**src/rtl/bb_lcd_rx_pkg.sv**
```systemverilog
// ============================================================================
// Module  : bb_lcd_rx_pkg
// Brief   : Shared constants for the bit-banged LCD receiver: 7-segment codes
//           for digits 0-9, the undecodable BCD code and parameter defaults.
// Revision: 1.0 - initial release
// ============================================================================
`default_nettype none

package bb_lcd_rx_pkg;

  // Segment bit order: bit0 top, bit1 upper-right, bit2 lower-right,
  // bit3 bottom, bit4 lower-left, bit5 upper-left, bit6 middle.
  localparam logic [6:0] SEG_CODE_0 = 7'h3F;
  localparam logic [6:0] SEG_CODE_1 = 7'h06;
  localparam logic [6:0] SEG_CODE_2 = 7'h5B;
  localparam logic [6:0] SEG_CODE_3 = 7'h4F;
  localparam logic [6:0] SEG_CODE_4 = 7'h66;
  localparam logic [6:0] SEG_CODE_5 = 7'h6D;
  localparam logic [6:0] SEG_CODE_6 = 7'h7D;
  localparam logic [6:0] SEG_CODE_7 = 7'h07;
  localparam logic [6:0] SEG_CODE_8 = 7'h7F;
  localparam logic [6:0] SEG_CODE_9 = 7'h6F;

  localparam logic [3:0] BCD_ERR = 4'hF;

  localparam int SETTLE_DEFAULT  = 4;
  localparam int TIMEOUT_DEFAULT = 50000;

endpackage

`default_nettype wire

```
**src/rtl/bb_seg7_to_bcd.sv**
```systemverilog
// ============================================================================
// Module  : bb_seg7_to_bcd
// Brief   : Combinational 7-segment pattern to BCD decoder. Patterns outside
//           the 0-9 table give 4'hF and raise err_o.
// Revision: 1.0 - initial release
// ============================================================================
`default_nettype none

module bb_seg7_to_bcd
  import bb_lcd_rx_pkg::*;
(
  input  logic [6:0] seg_i,
  output logic [3:0] bcd_o,
  output logic       err_o
);

  // Table lookup; anything not an exact digit pattern is an error
  always_comb begin
    bcd_o = BCD_ERR;
    err_o = 1'b0;
    case (seg_i)
      SEG_CODE_0: bcd_o = 4'd0;
      SEG_CODE_1: bcd_o = 4'd1;
      SEG_CODE_2: bcd_o = 4'd2;
      SEG_CODE_3: bcd_o = 4'd3;
      SEG_CODE_4: bcd_o = 4'd4;
      SEG_CODE_5: bcd_o = 4'd5;
      SEG_CODE_6: bcd_o = 4'd6;
      SEG_CODE_7: bcd_o = 4'd7;
      SEG_CODE_8: bcd_o = 4'd8;
      SEG_CODE_9: bcd_o = 4'd9;
      default:    err_o = 1'b1;
    endcase
  end

endmodule

`default_nettype wire

```
**src/rtl/bb_lcd_rx.sv**
```systemverilog
// ============================================================================
// Module  : bb_lcd_rx
// Brief   : Receives a 4-digit AC-driven 7-segment LCD (common + segment
//           lines), samples each phase after a settle delay, and decodes a
//           frame of lo/hi phase samples into BCD digits.
//           Optional watchdog on lcdcom: define BB_LCD_RX_WATCHDOG_EN.
// Revision: 1.0 - initial release
// ============================================================================
`default_nettype none

module bb_lcd_rx
  import bb_lcd_rx_pkg::*;
#(
  parameter int SETTLE  = SETTLE_DEFAULT,
  parameter int TIMEOUT = TIMEOUT_DEFAULT
) (
  input  logic       clk,
  input  logic       nrst,
  input  logic       lcdcom,
  input  logic [6:0] lcdseg1,
  input  logic [6:0] lcdseg2,
  input  logic [6:0] lcdseg3,
  input  logic [6:0] lcdseg4,
  output logic [3:0] digit1,
  output logic [3:0] digit2,
  output logic [3:0] digit3,
  output logic [3:0] digit4,
  output logic       valid,
  output logic [3:0] seg_err,
  output logic       ac_err,
  output logic       com_lost
);

  if (SETTLE < 1 || SETTLE > 255 || TIMEOUT < 2 || TIMEOUT > 65535) begin : g_param_check
    $error("bb_lcd_rx: SETTLE or TIMEOUT out of legal range");
  end

  localparam logic [7:0] SETTLE_LD = 8'(SETTLE);

  logic [28:0] sync1_q, sync2_q;
  logic        com_prev_q;
  logic        com_s;
  logic [27:0] seg_s;
  logic        com_edge;

  // Two-flop synchronizer on all inputs, plus a delayed com for edge detect
  always_ff @(posedge clk or negedge nrst) begin
    if (!nrst) begin
      sync1_q    <= '0;
      sync2_q    <= '0;
      com_prev_q <= 1'b0;
    end else begin
      sync1_q    <= {lcdcom, lcdseg4, lcdseg3, lcdseg2, lcdseg1};
      sync2_q    <= sync1_q;
      com_prev_q <= sync2_q[28];
    end
  end

  assign com_s    = sync2_q[28];
  assign seg_s    = sync2_q[27:0];
  assign com_edge = com_s ^ com_prev_q;

  // Settle counter: every com edge (re)arms it, a glitch simply re-arms
  logic [7:0] cnt_q, cnt_d;
  logic       pend_q, pend_d;
  logic       sample;

  always_comb begin
    cnt_d  = cnt_q;
    pend_d = pend_q;
    sample = 1'b0;
    if (com_edge) begin
      cnt_d  = SETTLE_LD;
      pend_d = 1'b1;
    end else if (pend_q) begin
      if (cnt_q == 8'd1) begin
        cnt_d  = 8'd0;
        pend_d = 1'b0;
        sample = 1'b1;
      end else begin
        cnt_d = cnt_q - 8'd1;
      end
    end
  end

  // Settle counter state
  always_ff @(posedge clk or negedge nrst) begin
    if (!nrst) begin
      cnt_q  <= 8'd0;
      pend_q <= 1'b0;
    end else begin
      cnt_q  <= cnt_d;
      pend_q <= pend_d;
    end
  end

  logic lost;

`ifdef BB_LCD_RX_WATCHDOG_EN
  localparam logic [15:0] TIMEOUT_LD = 16'(TIMEOUT);
  logic [15:0] wd_q, wd_d;

  always_comb begin
    wd_d = wd_q;
    if (com_edge)                wd_d = 16'd0;
    else if (wd_q != TIMEOUT_LD) wd_d = wd_q + 16'd1;
  end

  // Watchdog: counts edge-free cycles, saturating at TIMEOUT
  always_ff @(posedge clk or negedge nrst) begin
    if (!nrst) wd_q <= 16'd0;
    else       wd_q <= wd_d;
  end

  assign lost = (wd_q == TIMEOUT_LD);
`else
  assign lost = 1'b0;
`endif

  assign com_lost = lost;

  // On-vector: a segment is on when its line is the inverse of com
  logic [27:0] on_vec, lo_q, lo_d, eff;
  logic        have_lo_q, have_lo_d;
  logic        frame;

  assign on_vec = seg_s ^ {28{com_s}};
  assign eff    = lo_q & on_vec;

  always_comb begin
    lo_d      = lo_q;
    have_lo_d = have_lo_q;
    frame     = 1'b0;
    if (lost) begin
      have_lo_d = 1'b0;
    end else if (sample) begin
      if (!com_s) begin
        lo_d      = on_vec;
        have_lo_d = 1'b1;
      end else begin
        frame     = have_lo_q;
        have_lo_d = 1'b0;
      end
    end
  end

  // Phase history: lo on-vector and whether the last sample was a lo
  always_ff @(posedge clk or negedge nrst) begin
    if (!nrst) begin
      lo_q      <= '0;
      have_lo_q <= 1'b0;
    end else begin
      lo_q      <= lo_d;
      have_lo_q <= have_lo_d;
    end
  end

  logic [15:0] dec_bcd;
  logic [3:0]  dec_err;

  for (genvar g = 0; g < 4; g++) begin : g_dec
    bb_seg7_to_bcd u_dec (
      .seg_i (eff[7*g +: 7]),
      .bcd_o (dec_bcd[4*g +: 4]),
      .err_o (dec_err[g])
    );
  end

  logic [15:0] digits_q;
  logic [3:0]  seg_err_q;
  logic        ac_err_q, valid_q;

  // Capture decoded frame results; they hold until the next completed frame
  always_ff @(posedge clk or negedge nrst) begin
    if (!nrst) begin
      digits_q  <= '0;
      seg_err_q <= '0;
      ac_err_q  <= 1'b0;
      valid_q   <= 1'b0;
    end else begin
      valid_q <= frame;
      if (frame) begin
        digits_q  <= dec_bcd;
        seg_err_q <= dec_err;
        ac_err_q  <= |(lo_q ^ on_vec);
      end
    end
  end

  assign digit1  = digits_q[3:0];
  assign digit2  = digits_q[7:4];
  assign digit3  = digits_q[11:8];
  assign digit4  = digits_q[15:12];
  assign seg_err = seg_err_q;
  assign ac_err  = ac_err_q;
  assign valid   = valid_q;

endmodule

`default_nettype wire

```
**config.mk**
```make
export PLATFORM = sky130hd
export DESIGN_NAME = bb_lcd_rx
export DESIGN_NICKNAME = d
export VERILOG_FILES = /design/src/rtl/bb_lcd_rx_pkg.sv /design/src/rtl/bb_seg7_to_bcd.sv /design/src/rtl/bb_lcd_rx.sv
export SDC_FILE = /design/constraint.sdc
export NUM_CORES = 1
export LEC_CHECK = 0
export CAP_MARGIN = 20
export CORE_UTILIZATION = 55
export DETAILED_ROUTE_END_ITERATION = 10
export PLACE_DENSITY = 0.87
export REMOVE_ABC_BUFFERS = 1
export SYNTH_ARGS = -nofsm -noshare
export SYNTH_HDL_FRONTEND = slang
export SYNTH_SLANG_ARGS = --single-unit
```
**constraint.sdc**
```tcl
create_clock -name clk -period 3.7 [get_ports clk]
set_input_delay 0.555 -clock clk [delete_from_list [all_inputs] [get_ports clk]]
set_output_delay 0.555 -clock clk [all_outputs]
set_load 0.1 [all_outputs]
```
# Word-level counts from Yosys, hierarchy flattened
# Cells that the tools add are included.
# totals
register_bits,119
out_inout_bits,23
wordCells,85
# op_classes
addsub,1
n_eq_ne,41
mux,20
bitwise_logic,5
n_reduce_logical,7
# ops
operator,n
$eq A7 B7 Y1 const B,28
$pmux W4 S10,4
$eq A7 B3 Y1 const B,8
$xor A28 B28 Y28,2
$reduce_or A10 Y1,4
$and A28 B28 Y28,1
$eq A7 B6 Y1 const B,4
$reduce_or A28 Y1,1
$mux W8,3
$mux W1,13
$eq A8 B1 Y1 const B,1
$sub A8 B1 Y8 const B,1
$reduce_and A2 Y1,1
$reduce_bool A2 Y1,1
$not A1 Y1,1
$xor A1 B1 Y1,1

# Logic depth before layout (Yosys ltp)
# Gate-level depths: netlist (run 1).
# depth
ltp_word,5
depth_mapped,10
mapped_depth_nobuf,8

# By module
# Synthesis (run 1) repeated with hierarchy kept, for this count alone.
# unflattened
hier_cells,421
hier_area_um2,5492.8
# modules_own_cells
mod,n_inst,cells_per_inst,area_per_inst_um2
bb_lcd_rx,1,297,4636.9
bb_seg7_to_bcd,4,31,214.0

# Worst setup path before layout (run 1)
# Ideal clock, no wire load.
# synth_path
kind,flip-flop to flip-flop
from,reg sync2_q[28]
to,reg digits_q[12]
setup_ps,130
t_arrival_ps,2765
t_required_ps,3570
setup_slack_ps,805
stages_incl_launch_ff,11
n_path_buf,3
cell_sequence,dfrtp_1 > clkbuf_1 > clkbuf_1 > buf_2 > xor2_1 > ha_1 > or3b_2 > a2111oi_0 > nor2_1 > nand2_1 > a31oi_1
# synth_via
elab_chain_len,4
elab_cells_between_ends,17
classes_between,10 x eq/ne; 4 x mux; 3 x bitwise
# synth_rtl
element,line,source
from (decl),bb_lcd_rx.sv:40,"logic [28:0] sync1_q, sync2_q;"
from (signal assigned),bb_lcd_rx.sv:54,sync2_q <= sync1_q;
$xor A28 B28 Y28 *,bb_lcd_rx.sv:127,assign on_vec = seg_s ^ {28{com_s}};
via on_vec[22],bb_lcd_rx.sv:123,"logic [27:0] on_vec, lo_q, lo_d, eff;"
$and A28 B28 Y28 *,bb_lcd_rx.sv:128,assign eff = lo_q & on_vec;
"$eq A7 B7 Y1, or another cell as far along",bb_seg7_to_bcd.sv:21,case (seg_i)
$pmux W4 S10 *,bb_seg7_to_bcd.sv:21,
to (signal assigned),bb_lcd_rx.sv:176,digits_q <= '0;
to (signal assigned),bb_lcd_rx.sv:183,digits_q <= dec_bcd;
to (decl),bb_lcd_rx.sv:169,logic [15:0] digits_q;
# Mark *: on every way through the listed nets, which the timed path passes. The rest lies on a longest branch.
# A chain may end at the register's enable or synchronous reset.

# Final worst setup path (run 1)
# layout_path
from,reg sync2_q[28]
to,"reg seg_err_q[3], in the netlist seg_err[3]"
# layout_via
elab_chain_len,5
elab_cells_between_ends,18
classes_between,10 x eq/ne; 4 x mux; 3 x bitwise; 1 x reduce/logical
# layout_rtl
element,line,source
$xor A28 B28 Y28 *,bb_lcd_rx.sv:127,
via on_vec[22],bb_lcd_rx.sv:123,
$and A28 B28 Y28 *,bb_lcd_rx.sv:128,
"$eq A7 B6 Y1, or another cell as far along",bb_seg7_to_bcd.sv:21,
$reduce_or A10 Y1 (no source line) *,--,
$mux W1 *,bb_seg7_to_bcd.sv:21,
to (signal assigned),bb_lcd_rx.sv:184,seg_err_q <= dec_err;
to (decl),bb_lcd_rx.sv:170,logic [3:0] seg_err_q;
# Marks and branches as above.

==> results of run 1 <==
routing by layer:
layer  global-route usage  vias up  part of all wire
met1                0.276     1805              0.40
met4               0.0780        0            0.0093
li1                     -     1669                 -
met5                    0        -                 0
met2                0.419      109              0.54
met3               0.0659       12             0.049
sequential cells by signal (all words and copies together) (netlist names):
register / count
com_prev_q: 1
digits_q: 16
seg_err: 4
pend_q: 1
lo_q: 28
ac_err: 1
cnt_q: 8
have_lo_q: 1
valid: 1
sync1_q: 29
sync2_q: 29
layout make-up:
class                   count  area (um^2)
repair buffers             56          548
clock inverters            11          148
well taps                 129          161
inverters                  10         37.5
fillers                   626         2770
flip-flops and latches    119         2980
clock buffers              20          455
multi-input cells         291         2230
cells in the final DEF (no fill, tap or decap), drive strengths merged, types with 4 or more instances in the layout:
master         count
dfrtp            119
nand3             10
clkbuf            20
clkinvlp           4
nand2b             8
buf                5
o31ai              4
mux2              31
nor4              11
ha                30
nor3               4
a31oi              7
o21ai             24
nor2              29
xor2              31
clkdlybuf4s50     51
inv               11
a21oi             14
or3b               4
nand2             31
synth_stat cells (all sizes together), types with 3 or more instances:
| master | number | area (um^2) |
|---|---|---|
| ha | 30 | 375 |
| o22a | 3 | 26.3 |
| and3 | 3 | 18.8 |
| or3b | 4 | 35.0 |
| xnor2 | 3 | 26.3 |
| nor2 | 29 | 109 |
| nand3 | 10 | 55.1 |
| xor2 | 31 | 272 |
| nor4 | 11 | 83.8 |
| or3 | 3 | 18.8 |
| nor3 | 4 | 20.0 |
| mux2 | 31 | 424 |
| a31oi | 7 | 43.8 |
| clkbuf | 8 | 31.3 |
| o32ai | 3 | 26.3 |
| o31ai | 4 | 30.0 |
| nor4b | 3 | 26.3 |
| nor2b | 3 | 18.8 |
| nand4b | 3 | 26.3 |
| nand2b | 8 | 50.1 |
| dfrtp | 119 | 2980 |
| nand2 | 31 | 116 |
| a21o | 3 | 22.5 |
| a21oi | 14 | 70.1 |
| nand4 | 3 | 18.8 |
| o21ai | 24 | 120 |
| buf | 8 | 78.8 |
| inv | 10 | 37.5 |
metrics by stage:
step / setup WS, ns / hold slack [ns] / std cells / utilization
after floorplan: 0.822 / 0.259 / 420 / -
final: 0.761 / 0.165 / 636 / 0.703
after global routing: 0.618 / 0.208 / 636 / 0.703
after detailed placement: 0.995 / 0.335 / 605 / 0.638
after CTS: 0.821 / 0.164 / 636 / 0.703
after global placement: 1.20 / 0.332 / 605 / 0.638
where the power goes:
part / switching, W / internal, W / total (W)
sequential: 0.000221 / 0.00160 / 0.00182
combinational: 0.00135 / 0.000640 / 0.00199
clock: 0.000576 / 0.00107 / 0.00165
total: 0.00214 / 0.00331 / 0.00546
logic make-up after synthesis:
family / Yosys count
buffers and inverters: 26
adders and majority gates: 31
other: 1
muxes: 32
and+or+nand+nor: 123
DFF: 119
xor gates and xnor gates: 34
AOI/OAI and AO/OA: 70
final timing paths:
check	start	endpoint	slack [ns]
max	sync2_q[28]	seg_err[3]	0.76
min	nrst	digits_q[14]	0.17
max reg2reg	sync2_q[28]	seg_err[3]	0.76
min reg2reg	sync1_q[6]	sync2_q[6]	0.35
max in group asynchronous	nrst	sync2_q[9]	2.69
min in group clk	sync1_q[6]	sync2_q[6]	0.35
==> qor.yml, run 1 <==
ys_types: 57
ctsHoldBuffers: 0
antenna_found_initial: 0
h-tree-depth: 4
clock_latency_ns: 0.52
critPathMaxFanout: 33
dp_hpwl_um: 6600
synth_fa_ha_area_frac: 0.0720
avgSynthCellArea_um2: 12.3
muxShareOfSynthArea: 0.0811
cts_setup_buffers: 0
yosysWarningCount: 0
fin_setup_tns_ns: 0
grt_pass1_vias: 3711
path_buf_inv: 1
clk_root_buffer_cell: "clkbuf_8"
grt_pass1_wl_um: 18000
worst_setup_path_end_kind: "flop"
drc: 0
finalCritPeriodShare: 0.794
ys.flop_type: "dfrtp_1"
grt_use_total: 0.236
synth_edf_count: 0
post_cts_resize_count: 0
power_leakage_nw: 2.98
cp_cell_sequence: "buf_4 > xor2_1 > ha_1 > or3b_2 > a2111oi_0 > nor2_1 > nand2_1 > o21ai_0"
place.gp.congestion: 0.893
boundaryPins: 54
ant_nets: 0
netlist_area_mm2: 0.00536
clock_skew_ns: 0.00789
synth-simple-area-share: 0.125
initial_utilization: 0.574
cp_top_family: "simple AND/OR/NAND/NOR gates"
die_width_um: 101
place_area_mm2: 0.00595
setup_viol: 0
yosysSeqAreaShare: 0.556
status: "finished clean"
synth_top_family_by_area: "simple AND/OR/NAND/NOR gates"
clkTransAtPathRegs_ns: 0.06
clock_path_buffers: 2
cts_tree: "built"
overflow: 0
std_cell_rows: 35
cp.arrival_ns: 3.30
reg2reg_depth: 8
worstSetupStartpointType: "flop"
die-area_mm2: 0.0101
worstMarginPinSlew_ns: 0.986
slew_headroom: 0.341
cts_buffers: 17
hold_viol_final: 0
core_mm2: 0.00933
ir_drop_mv: 0.476
ys_ff_latch: 119
dr.first_iter.drc_count: 189
finalNetCount: 556
num_vias: 3595
fin_crit_ns: 2.94
finalInstanceArea_mm2: 0.00656
num_antenna_cells: 0
path_depth: 8
wl_per_cell_um: 16.7
grt_max_degree: 72
cts.sinks: 119
drt_wl_total_um: 10600
synth-xor-area-share: 0.0556
numPortBuffers: 52
layout-drive-gt1-share: 0.152
slowest_stage: "a2111oi_0"
rsz0062_at_grt: "false"
drv_slew: 0
holdCritPathClass: "input pin to asynchronous set/reset pin"
via_per_inst: 5.65
maxCapViolations: 0
critPathKind: "flop to flop"
p_total_w: 0.00546
die_h_um: 101
drt_pass1_iterations: 4
syn_to_final_growth_pct: 22.5
async_reset_ff_frac: 1.00
cp.required_ns: 4.06
netlist_instances: 436
max_stage_delay_ns: 0.60
fmax_mhz: 340
cellPowerDensity_mw_per_mm2: 832
synth_compound_area_frac: 0.0822
(Power assumes the default switching activity.)
==> run 2: changes to the inputs <==
Settings changed: CORE_UTILIZATION 55 to 51, PLACE_DENSITY 0.87 to 0.86.
Clock period 3.7 ns to 2.55 ns, I/O delays scaled along.
==> run 2 against run 1 <==
  * Cell area up 0.40%
  * Power up 40%
  * Via count up 0.14%
  * Sequential power up 45%
  * Clock power up 28%
  * Sequential share of layout area down 0.16 points
  * Fmax up 18%
  * First-iteration DRC count down 5.8%
  * Global-route usage down 3.2 points
  * Clock skew down 0.0031 ns
  * Combinational power up 44%
  * Core utilization down 6.0 points
  * Critical endpoint is now seg_err[0]
==> qor.yml, run 2 (synthesis gave the netlist of run 1 again) <==
cp.required_ns: 2.94  # -1.12 ns
critPathMaxFanout: 17  # -48%
overflow: 0  # unchanged
stdcell_count: 652  # +2.5%
path_depth: 8  # unchanged
cp_top_family: "simple AND/OR/NAND/NOR gates"
numPortBuffers: 52  # unchanged
r2r_start: "sync2_q[28]"
layout-drive-gt1-share: 0.219  # +0.0671
die-area_mm2: 0.0109  # +7.7%
rsz0062_at_grt: "true"
path_buf_inv: 1  # unchanged
ant_nets: 0  # unchanged
finalCritPeriodShare: 0.978  # +0.183
num_vias: 3600  # +0.14%
reg_top3: "sync1_q: 29 flops, sync2_q: 29 flops, lo_q: 28 flops"
place_inst: 618  # +2.1%
worstSetupStartpointType: "flop"
drt_pass1_iterations: 4  # unchanged
cts.sinks: 119  # unchanged
cts_setup_buffers: 0  # unchanged
std_cell_rows: 37  # +5.7%
drv_slew: 0  # unchanged
wl_per_cell_um: 16.3  # -2.3%
fin_crit_ns: 2.49  # -0.446 ns
grt-busiest-layer: "met2"
dr.first_iter.drc_count: 178  # -5.8%
cellPowerDensity_mw_per_mm2: 1160  # +39%
p_int_w: 0.00453  # +37%
share_seq_of_total_power: 0.346  # +0.012
die_width_um: 104  # +3.8%
grt.met3_usage: 0.0564  # -0.00949
fmax_mhz: 401  # +18%
reg2reg_depth: 8  # unchanged
clock_skew_ns: 0.00475  # -0.00314 ns
num_antenna_cells: 0  # unchanged
via_per_inst: 5.52  # -2.3%
slowest_stage: "or4b_2"
worst_setup_path_end_kind: "flop"
grt_pass1_vias: 3735  # +0.65%
p_total_w: 0.00762  # +40%
status: "finished clean"
hold_viol_final: 0  # unchanged
max_stage_delay_ns: 0.66  # +0.06 ns
grt_pass1_wl_um: 17300  # -3.9%
cp.arrival_ns: 2.88  # -0.42 ns
critPathKind: "flop to flop"
ff2ff_setup_slack_ns: 0.06  # -0.70 ns
p_sw_frac: 0.406  # +0.0135
fillerInstances: 730  # +17%
clkTransAtPathRegs_ns: 0.06  # about the same
p_switching_w: 0.00310  # +45%
grt_max_degree: 59  # -18%
clock_path_buffers: 2  # unchanged
layout_commonest_cell: "dfrtp_1"
fin_ws_ns: 0.0573  # -0.704 ns
place.gp.congestion: 0.894  # about the same
clock_latency_ns: 0.51  # about the same
clk_root_buffer_cell: "clkbuf_8"
r2r-end: "seg_err[0]"
finalNetCount: 564  # +1.4%
core_mm2: 0.0102  # +9.7%
dp_slack_ns: 0.133  # -0.862 ns
final_cell_mix: "118 x dfrtp_1, 31 x xor2_1, 31 x nand2_1, 31 x buf_4"
power_leakage_nw: 3.03  # +1.9%
ir_drop_mv: 0.978  # +110%
die_h_um: 104  # +3.8%
drt_wl_total_um: 10700  # +0.20%
cts_buffers: 17  # unchanged
drc: 0  # unchanged
power_frac_clock: 0.278  # -0.024
multi_input_area_mm2: 0.00226  # +1.3%
cts_tree: "built"
cp_cell_sequence: "buf_12 > xor2_1 > ha_2 > nand2b_1 > or4b_2 > o21ai_2 > a31o_2 > o21ai_0"
met1_usage: 0.225  # -0.0504
antenna_found_initial: 0  # unchanged
fin_setup_tns_ns: 0  # unchanged
h-tree-depth: 4  # unchanged
dp_hpwl_um: 6790  # +2.9%
final_util: 0.644  # -0.0595
boundaryPins: 54  # unchanged
setup_viol: 0  # unchanged
maxCapViolations: 0  # unchanged
seq_area_mm2: 0.00298  # about the same
initial_utilization: 0.523  # -0.0507
use_met2: 0.352  # -0.0674
grt_use_total: 0.205  # -0.0315
power_frac_comb: 0.375  # +0.011
holdCritPathClass: "input pin to asynchronous set/reset pin"
syn_to_final_growth_pct: 22.9
==> run 2: cell count changes in the layout (fill, tap and decap cells not counted), sizes merged <==
cell           delta
inv               -1
bufinv            -2
clkinvlp          +1
clkinv            +3
dlygate4sd3       +1
clkbuf            +1
clkdlybuf4s50    -22
buf              +28
==> run 2: layer usage <==
layer  routed length [um]  share of wire
met5                    0              0
met4                  392          0.037
met3                  491          0.046
met2                 5620           0.53
met1                 4150           0.39
==> run 2: how the worst max path moves through the flow <==
stage                 from      endpoint  slack, ns
3_5_place_dp   sync2_q[28]    seg_err[0]       0.13
4_1_cts        sync2_q[28]    seg_err[0]       0.04
2_1_floorplan  sync2_q[28]   digits_q[5]      -0.33
3_3_place_gp   sync2_q[28]  digits_q[12]       0.21
5_1_grt        sync2_q[28]    seg_err[0]      -0.04
6_report       sync2_q[28]    seg_err[0]       0.06
==> run 2: metrics by stage <==
step | hold slack (ns) | instance area (um^2)
6_report | 0.301 | 6580
5_1_grt | 0.278 | 6580
3_3_place_gp | 0.288 | 5980
4_1_cts | 0.286 | 6530
3_5_place_dp | 0.294 | 5980
2_1_floorplan | 0.0869 | 5250
==> run 2: cell type report <==
cell class / count / area share
repair buffers: 64 / 0.0908
flip-flops and latches: 119 / 0.452
inverters: 10 / 0.00570
multi-input cells: 291 / 0.343
well taps: 136 / 0.0258
clock buffers: 20 / 0.0661
clock inverters: 12 / 0.0160
==> run 2: worst reg2reg max path, stage by stage, from the launching register on <==
cell	delay [ns]
dfrtp_2	0.45
buf_12	0.18
xor2_1	0.21
ha_2	0.28
nand2b_1	0.15
or4b_2	0.66
o21ai_2	0.18
a31o_2	0.16
o21ai_0	0.09
==> run 2: power groups by stage <==
stage / clock [W] / sequential (W) / combinational (W)
after detailed placement: 0 / 0.00266 / 0.00280
after global placement: 0 / 0.00263 / 0.00272
after floorplan: 0 / 0.00376 / 0.00100
after CTS: 0.00215 / 0.00263 / 0.00283
after global routing: 0.00225 / 0.00269 / 0.00303
final: 0.00212 / 0.00264 / 0.00286
==> run 2: what timing repair did <==
item                                    4_1_cts  5_1_grt
hold endpoints to repair                     21        0
gates resized for setup                       0        9
hold buffers                                  1        0
endpoints found under the setup margin        0       11
